## src/rtl/udt_pkg.sv

```systemverilog
// rtl/udt_pkg.sv - UDT decoder control-type codes, FSM states, header layout and width check
package udt_pkg;

  localparam int HDR_BITS = 128;

  localparam logic [14:0] CT_HANDSHAKE = 15'd0;
  localparam logic [14:0] CT_KEEP_LIVE = 15'd1;
  localparam logic [14:0] CT_ACK       = 15'd2;
  localparam logic [14:0] CT_NAK       = 15'd3;
  localparam logic [14:0] CT_CLOSE     = 15'd5;
  localparam logic [14:0] CT_ACK2      = 15'd6;

  typedef enum logic [1:0] {
    ST_HDR  = 2'd0,
    ST_PAY  = 2'd1,
    ST_DROP = 2'd2
  } udt_state_t;

  typedef struct packed {
    logic [31:0] w0;
    logic [31:0] w1;
    logic [31:0] w2;
    logic [31:0] w3;
  } udt_hdr_t;

  function automatic bit data_w_legal(input int w);
    return (w == 32) || (w == 64) || (w == 128);
  endfunction

endpackage

```

## src/rtl/udt_axis_reg.sv

```systemverilog
// rtl/udt_axis_reg.sv - one-entry stream register with full-throughput ready
module udt_axis_reg #(
  parameter int DATA_W = 64
) (
  input  logic                clk,
  input  logic                rst_n,
  input  logic [DATA_W-1:0]   in_tdata,
  input  logic [DATA_W/8-1:0] in_tkeep,
  input  logic                in_tvalid,
  output logic                in_tready,
  input  logic                in_tlast,
  output logic [DATA_W-1:0]   out_tdata,
  output logic [DATA_W/8-1:0] out_tkeep,
  output logic                out_tvalid,
  input  logic                out_tready,
  output logic                out_tlast
);

  // The slot may be refilled in the same cycle its current beat leaves.
  assign in_tready = !out_tvalid || out_tready;

  // Load a new beat whenever the slot is free or draining; otherwise hold.
  always_ff @(posedge clk or negedge rst_n) begin
    if (!rst_n) begin
      out_tvalid <= 1'b0;
      out_tdata  <= '0;
      out_tkeep  <= '0;
      out_tlast  <= 1'b0;
    end else if (in_tready) begin
      out_tvalid <= in_tvalid;
      if (in_tvalid) begin
        out_tdata <= in_tdata;
        out_tkeep <= in_tkeep;
        out_tlast <= in_tlast;
      end
    end
  end

endmodule

```

## src/rtl/udt_decode_p.sv

```systemverilog
// rtl/udt_decode_p.sv - UDT header decoder: classifies packets, forwards payload, counts outcomes
module udt_decode_p
  import udt_pkg::*;
#(
  parameter int DATA_W = 64,
  parameter int CNT_W  = 16
) (
  input  logic                clk,
  input  logic                core_rst_n,
  input  logic [DATA_W-1:0]   in_tdata,
  input  logic [DATA_W/8-1:0] in_tkeep,
  input  logic                in_tvalid,
  output logic                in_tready,
  input  logic                in_tlast,
  output logic [DATA_W-1:0]   out_tdata,
  output logic [DATA_W/8-1:0] out_tkeep,
  output logic                out_tvalid,
  input  logic                out_tready,
  output logic                out_tlast,
  output logic                Data_en,
  output logic                ACK_en,
  output logic                ACK2_en,
  output logic                Keep_live_en,
  output logic                NAK_en,
  output logic                Handshake_en,
  output logic                CLOSE_en,
  output logic                error,
  output logic [31:0]         hdr_w0,
  output logic [31:0]         hdr_w1,
  input  logic                cnt_clr,
  output logic [CNT_W-1:0]    pkt_cnt,
  output logic [CNT_W-1:0]    err_cnt
);

  localparam int HB = HDR_BITS / DATA_W;

  if (!data_w_legal(DATA_W)) begin : g_bad_data_w
    $error("udt_decode_p: DATA_W must be 32, 64 or 128");
  end

  udt_state_t state, state_n;
  udt_hdr_t   hdr_q, hdr_n;
  logic [1:0] beat_cnt;
  logic       keep_err;
  logic       last_beat, undef_ctl, bad_hdr;
  logic [6:0] type_vec, type_n;
  logic       err_n, hdr_take, hdr_end;
  logic       reg_in_tvalid, reg_in_tready;

  assign last_beat = (beat_cnt == 2'(HB - 1));

  // Header as it will look once the current beat is written into its slot.
  always_comb begin
    hdr_n = hdr_q;
    hdr_n[HDR_BITS-1 - DATA_W*int'(beat_cnt) -: DATA_W] = in_tdata;
  end

  // Type decode of word 0; bit order {Data, ACK, ACK2, Keep_live, NAK, Handshake, CLOSE}.
  always_comb begin
    type_vec  = '0;
    undef_ctl = 1'b0;
    if (!hdr_n.w0[31]) begin
      type_vec[6] = 1'b1;
    end else begin
      case (hdr_n.w0[30:16])
        CT_ACK:       type_vec[5] = 1'b1;
        CT_ACK2:      type_vec[4] = 1'b1;
        CT_KEEP_LIVE: type_vec[3] = 1'b1;
        CT_NAK:       type_vec[2] = 1'b1;
        CT_HANDSHAKE: type_vec[1] = 1'b1;
        CT_CLOSE:     type_vec[0] = 1'b1;
        default:      undef_ctl   = 1'b1;
      endcase
    end
  end

  // A Data packet ending on its header has no payload and counts as malformed.
  assign bad_hdr = keep_err || !(&in_tkeep) || undef_ctl || (type_vec[6] && in_tlast);

  // FSM state register.
  always_ff @(posedge clk or negedge core_rst_n) begin
    if (!core_rst_n) state <= ST_HDR;
    else             state <= state_n;
  end

  // Next state, handshakes and the pulse to raise next cycle.
  always_comb begin
    state_n       = state;
    in_tready     = 1'b0;
    reg_in_tvalid = 1'b0;
    hdr_take      = 1'b0;
    hdr_end       = 1'b0;
    type_n        = '0;
    err_n         = 1'b0;
    case (state)
      ST_HDR: begin
        in_tready = core_rst_n;
        if (in_tvalid && core_rst_n) begin
          hdr_take = 1'b1;
          if (last_beat) begin
            hdr_end = 1'b1;
            if (bad_hdr) begin
              err_n   = 1'b1;
              state_n = in_tlast ? ST_HDR : ST_DROP;
            end else begin
              type_n  = type_vec;
              state_n = in_tlast ? ST_HDR : ST_PAY;
            end
          end else if (in_tlast) begin
            hdr_end = 1'b1;
            err_n   = 1'b1;
          end
        end
      end
      ST_PAY: begin
        in_tready     = reg_in_tready;
        reg_in_tvalid = in_tvalid;
        if (in_tvalid && reg_in_tready && in_tlast) state_n = ST_HDR;
      end
      ST_DROP: begin
        in_tready = 1'b1;
        if (in_tvalid && in_tlast) state_n = ST_HDR;
      end
      default: state_n = ST_HDR;
    endcase
  end

  // Header capture, beat position, keep error tracking and registered type pulses.
  always_ff @(posedge clk or negedge core_rst_n) begin
    if (!core_rst_n) begin
      hdr_q    <= '0;
      beat_cnt <= '0;
      keep_err <= 1'b0;
      hdr_w0   <= '0;
      hdr_w1   <= '0;
      error    <= 1'b0;
      {Data_en, ACK_en, ACK2_en, Keep_live_en, NAK_en, Handshake_en, CLOSE_en} <= '0;
    end else begin
      {Data_en, ACK_en, ACK2_en, Keep_live_en, NAK_en, Handshake_en, CLOSE_en} <= type_n;
      error <= err_n;
      if (hdr_take) begin
        hdr_q <= hdr_n;
        if (hdr_end) begin
          beat_cnt <= '0;
          keep_err <= 1'b0;
          hdr_w0   <= hdr_n.w0;
          hdr_w1   <= hdr_n.w1;
        end else begin
          beat_cnt <= beat_cnt + 2'd1;
          keep_err <= keep_err || !(&in_tkeep);
        end
      end
    end
  end

  // Saturating outcome counters; a clear overrides any same-cycle increment.
  always_ff @(posedge clk or negedge core_rst_n) begin
    if (!core_rst_n) begin
      pkt_cnt <= '0;
      err_cnt <= '0;
    end else if (cnt_clr) begin
      pkt_cnt <= '0;
      err_cnt <= '0;
    end else begin
      if ((Data_en || ACK_en || ACK2_en || Keep_live_en || NAK_en || Handshake_en || CLOSE_en)
          && (pkt_cnt != '1))
        pkt_cnt <= pkt_cnt + CNT_W'(1);
      if (error && (err_cnt != '1))
        err_cnt <= err_cnt + CNT_W'(1);
    end
  end

  udt_axis_reg #(.DATA_W(DATA_W)) u_out_reg (
    .clk        (clk),
    .rst_n      (core_rst_n),
    .in_tdata   (in_tdata),
    .in_tkeep   (in_tkeep),
    .in_tvalid  (reg_in_tvalid),
    .in_tready  (reg_in_tready),
    .in_tlast   (in_tlast),
    .out_tdata  (out_tdata),
    .out_tkeep  (out_tkeep),
    .out_tvalid (out_tvalid),
    .out_tready (out_tready),
    .out_tlast  (out_tlast)
  );

endmodule

```

## config.mk

```make
export PLATFORM = sky130hd
export DESIGN_NAME = udt_decode_p
export DESIGN_NICKNAME = d
export VERILOG_FILES = /design/src/rtl/udt_pkg.sv /design/src/rtl/udt_axis_reg.sv /design/src/rtl/udt_decode_p.sv
export SDC_FILE = /design/constraint.sdc
export NUM_CORES = 1
export LEC_CHECK = 0
export BUFFER_PORTS_ARGS = -buffer_cell sky130_fd_sc_hd__buf_2
export CORE_UTILIZATION = 45
export CTS_CLUSTER_SIZE = 30
export DETAILED_ROUTE_END_ITERATION = 10
export PLACE_DENSITY_LB_ADDON = 0.2
export RECOVER_POWER = 25
export SLEW_MARGIN = 5
export SYNTH_ARGS = -nofsm -noshare
export SYNTH_HDL_FRONTEND = slang
export SYNTH_HIERARCHICAL = 1
export SYNTH_SLANG_ARGS = --single-unit
export TNS_END_PERCENT = 20
```

## constraint.sdc

```tcl
create_clock -name clk -period 5.94 [get_ports clk]
set_input_delay 0.297 -clock clk [delete_from_list [all_inputs] [get_ports clk]]
set_output_delay 0.297 -clock clk [all_outputs]
set_load 0.01 [all_outputs]
```

==> impl_metrics.yaml, run 1 <==
power:
  finalPower_w: 0.00594
  ir_drop_mv: 0.258
  power_density_nw_per_um2: 443
  p_leak_nw: 6.56
clock_network:
  cts_tree: "built"
  clk_path_buf_depth: 3
  cts_setup_buffers: 0
  numCtsBuffers: 28
  clock_sinks: 247
  clockRootBuffer: "clkbuf_16"
  cts.htree.levels: 1
  path_clk_slew_ps: 60
  clk_latency_ps: 530
placement:
  place_congestion: 0.827
  port_buffers: 256
  dp_hpwl_um: 17000
global_route:
  grt-ovfl-total: 0
  grt_usage_pct: 21.4
  grt_pass1_vias: 7723
  grt_pass1_wl_um: 42200
  grt_max_degree: 117
  antenna_found_initial: 1
drt:
  drtIter0Drc: 452
  avgViaCountPerCell: 5.27
  vias: 7862
  drc: 0
  routed_wl_um: 26100
  route.detailed.wl_per_inst_um: 17.5
  ant_nets: 0
  dr.pass1.iters: 4
synth:
  async_flop_share_pct: 100
  synthFlopType: "dfrtp_1"
  synthTopCellsByArea: "dfrtp_1, mux2_4, a32o_1, nor2b_1, o21ai_0"
  synth_edf_count: 0
  syn_nets: 1000
  yosys.area.top_type_share_pct: 56.4
  synth_area_um2: 11000
  avgSynthCellArea_um2: 11.9
  yosysSeqAreaShare_pct: 56.4
  synth_cells: 918
  yosysWarnings: 6
  synth_area_leader_cell: "dfrtp_1"
  synth.distinct_cells: 60
  ys_ff_latch: 247
final_layout:
  syn_to_final_growth_pct: 22.3
  diodes: 0
  drive_gt1_share_pct: 28.8
  final_util_pct: 56.6
  finalNetCount: 1234
  fill_cells: 2140
setup_path:
  r2r-end: "hdr_q[111]$_DFFE_PN0P_"
  cp_slowest_cell: "nand2_2"
  crit_path_cell_trace: "dlygate4sd3_1, buf_8, and4bb_4, nand2_2, a32o_1"
  timing.rr.start: "beat_cnt[0]$_DFFE_PN0P_"
  crit_start: "core_rst_n"
  cp-end-kind: "register"
  cp_max_fo: 92
  reg2reg_slack_ps: 2990
  crit_type: "primary input to register"
  critPathLaunchType: "primary input"
  reg2reg_depth: 4
  arrival_ps: 3400
  endpoint: "hdr_q[111]$_DFFE_PN0P_"
  cp.required_ps: 6350
  cp_slowest_stage_delay_ps: 750
sta:
  tns_ps: 0
  report.final.slew_viol_count: 0
  max_slew.worst_pin.slew_ps: 1190
  finClkSkew_ps: 15.5
  finalHoldViolations: 0
  relSlewSlack_pct: 20.2
  max_freq_mhz: 334
  min_period_over_period_pct: 50.3
  setup_viol: 0
  rsz0062_at_grt: "no"
  fin_crit_ps: 2990
floorplan:
  die_h_um: 158
  initial_core_util_pct: 46.3
  die_w_um: 158
  num_rows: 56
  fp.dieArea_um2: 25000
  core_um2: 23700
  design.portCount: 257
hold_path:
  hold_class: "primary input to register"
status:
  status: "finished clean"
flow_run:
  drv_cap: 0
[registers in the layout, summed over array words and instances, names as in the netlist]
name                  flops
pkt_cnt                  16
ACK2_en                   1
NAK_en                    1
Data_en                   1
u_out_reg/out_tdata      64
Handshake_en              1
keep_err                  1
hdr_w1                   32
ACK_en                    1
hdr_w0                   32
error                     1
state                     2
CLOSE_en                  1
beat_cnt                  2
u_out_reg/out_tlast       1
u_out_reg/out_tvalid      1
Keep_live_en              1
hdr_q                    64
err_cnt                  16
u_out_reg/out_tkeep       8
[worst max-delay path: cells and delay by family]
kind / cells / cell delay, ps
simple gates: 2 / 1390
buf+inv: 2 / 1080
compound gates: 1 / 520
[per-stage QoR]
stage	setup WS, ps	hold WS, ps	area (um^2)	instances
after global routing	2620	3.79	13400	1493
after floorplan	3990	1.41	11000	918
final	2950	22.7	13400	1493
after CTS	2870	2.91	13500	1492
after detailed placement	2910	361	12400	1435
after global placement	2960	359	12400	1435
[worst min path at each step]
stage,depth (start not counted),end,slack (ps),start
6_report,2,u_out_reg/out_tkeep[4]$_DFFE_PN0P_,20,in_tkeep[4]
5_1_grt,2,u_out_reg/out_tkeep[3]$_DFFE_PN0P_,4,in_tkeep[3]
4_1_cts,2,u_out_reg/out_tkeep[5]$_DFFE_PN0P_,3,in_tkeep[5]
3_5_place_dp,1,pkt_cnt[10]$_DFFE_PN0P_,360,core_rst_n
3_3_place_gp,1,pkt_cnt[10]$_DFFE_PN0P_,360,core_rst_n
2_1_floorplan,0,ACK2_en$_DFF_PN0_,1,core_rst_n
[cells in the final DEF (no fill, tap or decap), drive strengths merged, types with 3 or more instances in the layout]
master       Yosys  final
nor4b            3      3
mux2            73     73
nand2           81     81
clkinv           0      6
xnor2            9      9
nor2b           67     67
nor3            13     13
a21oi           63     63
and4             6      6
o21ai           78     78
bufinv           0      5
mux2i            3      3
a22o             8      8
xor2            16     16
nand4           10     10
a32o            48     48
or2              3      3
o211ai           6      6
or3              5      5
dlygate4sd3      0      6
nand2b           4      4
inv              6      6
and2             3      3
o2111ai          4      4
nand3           13     13
nor2            42     42
and3             6      6
a31oi           13     13
ha               4      4
buf             33    184
nor4             5      5
dfrtp          247    247
clkbuf          32    118
[timing repair]
action                                  CTS  global route
gates resized for setup                   0             0
endpoints found under the setup margin    0             0
endpoints found under the hold margin    92             1
hold buffers                              5             1
[metal layers]
| metal | vias to the layer above | global-route usage [%] | wire length, um |
|---|---|---|---|
| met2 | 204 | 33.1 | 12000 |
| li1 | 3766 | - | - |
| met4 | 2 | 4.90 | 385 |
| met5 | - | 0 | 10 |
| met3 | 31 | 5.58 | 1830 |
| met1 | 3859 | 30.1 | 11900 |
[power breakdown]
group          leakage, nW  internal [W]  switching [W]
clock network        0.512       0.00120       0.000689
logic                 2.75      0.000648        0.00104
registers             3.29       0.00214       0.000221
[area by class of cell]
class                           count  area (um^2)  share of cell area, %
Timing Repair Buffer              269         1310                   9.74
Multi-Input combinational cell    600         4450                   33.2
Tap cell                          319          399                   2.98
Clock inverter                     13          195                   1.46
Clock buffer                       39          843                   6.29
Sequential cell                   247         6180                   46.1
Inverter                            6         22.5                  0.168
[synth_stat cells (2+ instances only)]
cell         n
a31oi_1      9
o21ai_0     73
and4bb_2     2
o211ai_1     5
a31oi_2      4
xor2_1      16
and2_1       3
dfrtp_1    247
buf_2       11
and4_1       6
mux2_4      70
nor3_1      12
nor3b_1      2
mux2i_1      3
buf_1       10
clkbuf_1    32
inv_1        6
buf_6        9
or3_1        5
a21oi_1     63
mux2_2       3
and3_1       6
nor4b_2      3
nor4_2       2
a22o_1       8
or2_2        2
nand2_1     80
or4_1        2
nor2_1      41
nor2b_1     67
nand3_1     12
xnor2_1      9
ha_1         4
o2111ai_1    4
a32o_1      48
nand2b_1     3
nand4_4      2
nor4_4       2
buf_4        3
o21ai_1      3
nand4_1      7
[cells by family after synthesis]
group	synth area share (%)
compound gates	14.0
xor+xnor	2.00
fa+ha+maj	0.457
buf+inv	3.28
flops	56.4
mux	10.2
simple gates	13.6
(Power assumes the default switching activity.)
==> inputs of run 2 (changes only) <==
--- a/config.mk
+++ b/config.mk
@@ -5,6 +5,7 @@
 export SDC_FILE = /design/constraint.sdc
 export NUM_CORES = 1
 export LEC_CHECK = 0
+export ABC_AREA = 1
 export BUFFER_PORTS_ARGS = -buffer_cell sky130_fd_sc_hd__buf_2
 export CORE_UTILIZATION = 45
 export CTS_CLUSTER_SIZE = 30
==> constraint.sdc (replaced) <==
create_clock -name clk -period 2.6 [get_ports clk]
set_input_delay 0.13 -clock clk [delete_from_list [all_inputs] [get_ports clk]]
set_output_delay 0.13 -clock clk [all_outputs]
set_load 0.01 [all_outputs]
==> impl_metrics.yaml, run 2 <==
status:
  status: "finished clean"
floorplan:
  die_h_um: 159
  num_rows: 57
  die_w_um: 159
  core_um2: 24300
  fp.dieArea_um2: 25400
  initial_core_util_pct: 45.9
  design.portCount: 257
synth:
  synth_edf_count: 0
  synthTopCellsByCount: "nand2_1, dfrtp_1, nand3_1, o21ai_0, inv_1"
  async_flop_share_pct: 100
  synth_area_leader_cell: "dfrtp_1"
  synthFlopType: "dfrtp_1"
  avgSynthCellArea_um2: 8.16
  ys_ff_latch: 247
  syn_nets: 1450
  yosysWarnings: 6
  synth_most_common_cell: "nand2_1"
  synth.distinct_cells: 34
  synthTopCellsByArea: "dfrtp_1, nand2_1, nand3_1, o21ai_0, inv_1"
  synth_area_um2: 11200
  synth_cells: 1368
  yosys.area.top_type_share_pct: 55.4
  yosysSeqAreaShare_pct: 55.4
power:
  ir_drop_mv: 0.499
  p_leak_nw: 7.11
  power_density_nw_per_um2: 927
drt:
  drtIter0Drc: 607
  routed_wl_um: 30400
  drc: 0
  ant_nets: 0
  route.detailed.wl_per_inst_um: 15.1
  avgViaCountPerCell: 4.98
  dr.pass1.iters: 5
  vias: 10059
global_route:
  grt_pass1_vias: 9862
  grt_pass1_wl_um: 49800
  grt.met3_usage_pct: 4.71
  grt_max_degree: 116
  antenna_found_initial: 0
  busiest_layer: "met2"
  use_met2_pct: 37.8
  grt-ovfl-total: 0
  grt_usage_pct: 23.8
  grt.met1_usage_pct: 33.3
setup_path:
  reg2reg_slack_ps: 320
  arrival_ps: 2700
  cp_max_fo: 26
  cp.required_ps: 3020
  cp-end-kind: "register"
  critPathLaunchType: "register"
  crit_type: "register to register"
final_layout:
  fill_cells: 2230
  drive_gt1_share_pct: 13.4
  final_util_pct: 58.5
  largest_registers: "hdr_q: 64 flops, u_out_reg/out_tdata: 64 flops"
  syn_to_final_growth_pct: 27.6
  diodes: 0
  layout.cells.most_common_list: "nand2_1, dfrtp_1, nand3_1"
  final_common_cell: "nand2_1"
  finalNetCount: 1754
sta:
  report.final.slew_viol_count: 0
  rsz0062_at_grt: "no"
  max_slew.worst_pin.slew_ps: 912
  fin_crit_ps: 2280
  finalHoldViolations: 0
  max_freq_mhz: 438
  fin_ws_ps: 318
  tns_ps: 0
  worst_hold_slack_ps: 34.5
  finClkSkew_ps: 13.7
  min_period_over_period_pct: 87.8
  setup_viol: 0
  relSlewSlack_pct: 39.2
clock_network:
  clock_sinks: 247
  numCtsBuffers: 28
  ctsHoldBuffers: 77
  postCtsResizedCells: 0
  clockRootBuffer: "clkbuf_16"
  clk_latency_ps: 530
  cts_setup_buffers: 0
  clk_path_buf_depth: 3
  cts.htree.levels: 1
  cts_tree: "built"
  path_clk_slew_ps: 60
placement:
  place_congestion: 0.867
  port_buffers: 256
  pre_cts_ws_ps: 323
  dp_hpwl_um: 18700
flow_run:
  drv_cap: 0
hold_path:
  hold_class: "primary input to asynchronous set/reset pin"
==> run 2: path summary, 6_finish.rpt <==
check / from / cells past startpoint / to
worst max-delay path: beat_cnt[0]$_DFFE_PN0P_ / 15 / error$_DFF_PN0_
worst min-delay path: core_rst_n / 2 / hdr_w0[21]$_DFFE_PN0P_
worst max register to register: beat_cnt[0]$_DFFE_PN0P_ / 15 / error$_DFF_PN0_
worst min register to register: u_out_reg/out_tdata[4]$_DFFE_PN0P_ / 2 / u_out_reg/out_tdata[4]$_DFFE_PN0P_
max in group asynchronous: core_rst_n / 4 / hdr_w1[30]$_DFFE_PN0P_
min in group clk: out_tready / 5 / u_out_reg/out_tvalid$_DFFE_PN0P_
==> run 2: layout make-up <==
class,instances,area [um^2],area share [%]
clock buffer,46,880,6.18
clock inverter,6,86.3,0.606
inverter,127,478,3.36
multi-input combinational,919,4120,28.9
sequential,247,6180,43.4
tap,324,405,2.85
timing repair buffer,349,2090,14.7
==> run 2: through the flow <==
stage / instances / power (W) / cell area, um^2
6_report: 2018 / 0.0132 / 14200
2_1_floorplan: 1368 / 0.00785 / 11200
3_3_place_gp: 1889 / 0.00908 / 12600
5_1_grt: 2018 / 0.0141 / 14200
4_1_cts: 2018 / 0.0134 / 14400
3_5_place_dp: 1889 / 0.00917 / 12600
==> run 2: kinds of logic (layout without fill, tap and decap cells) <==
family | count (synthesis) | in the layout | share of synthesized area (%)
flip-flops | 247 | 247 | 55.4
adder cells (fa/ha/maj) | 4 | 4 | 0.448
buffers and inverters | 202 | 528 | 8.01
AND/OR/NAND/NOR | 726 | 726 | 27.2
XOR/XNOR | 3 | 3 | 0.235
AO/OA/AOI/OAI | 186 | 186 | 8.69
==> run 2: report_power, final <==
group | switching (W) | internal [W]
Clock | 0.00157 | 0.00250
Combinational | 0.00266 | 0.00126
Sequential | 0.000423 | 0.00479
==> run 2: per-layer routing <==
| metal | vias to the layer above | share of wire [%] |
|---|---|---|
| met1 | 4745 | 47 |
| met4 | 0 | 2.2 |
| met2 | 283 | 45 |
| met5 | - | 0 |
| li1 | 4981 | - |
| met3 | 50 | 6.0 |
==> run 2: critical path, cell delays in order (launching register included) <==
cell	delay, ps
dfrtp_1	420
inv_1	160
ha_4	340
inv_2	160
nand2_1	130
nand2_1	70
nor2_1	100
nand2_1	110
nor2_4	170
nand2_1	100
nand2_1	60
nor2_1	50
nand2_2	100
nand3_1	100
nand2_1	70
inv_1	40
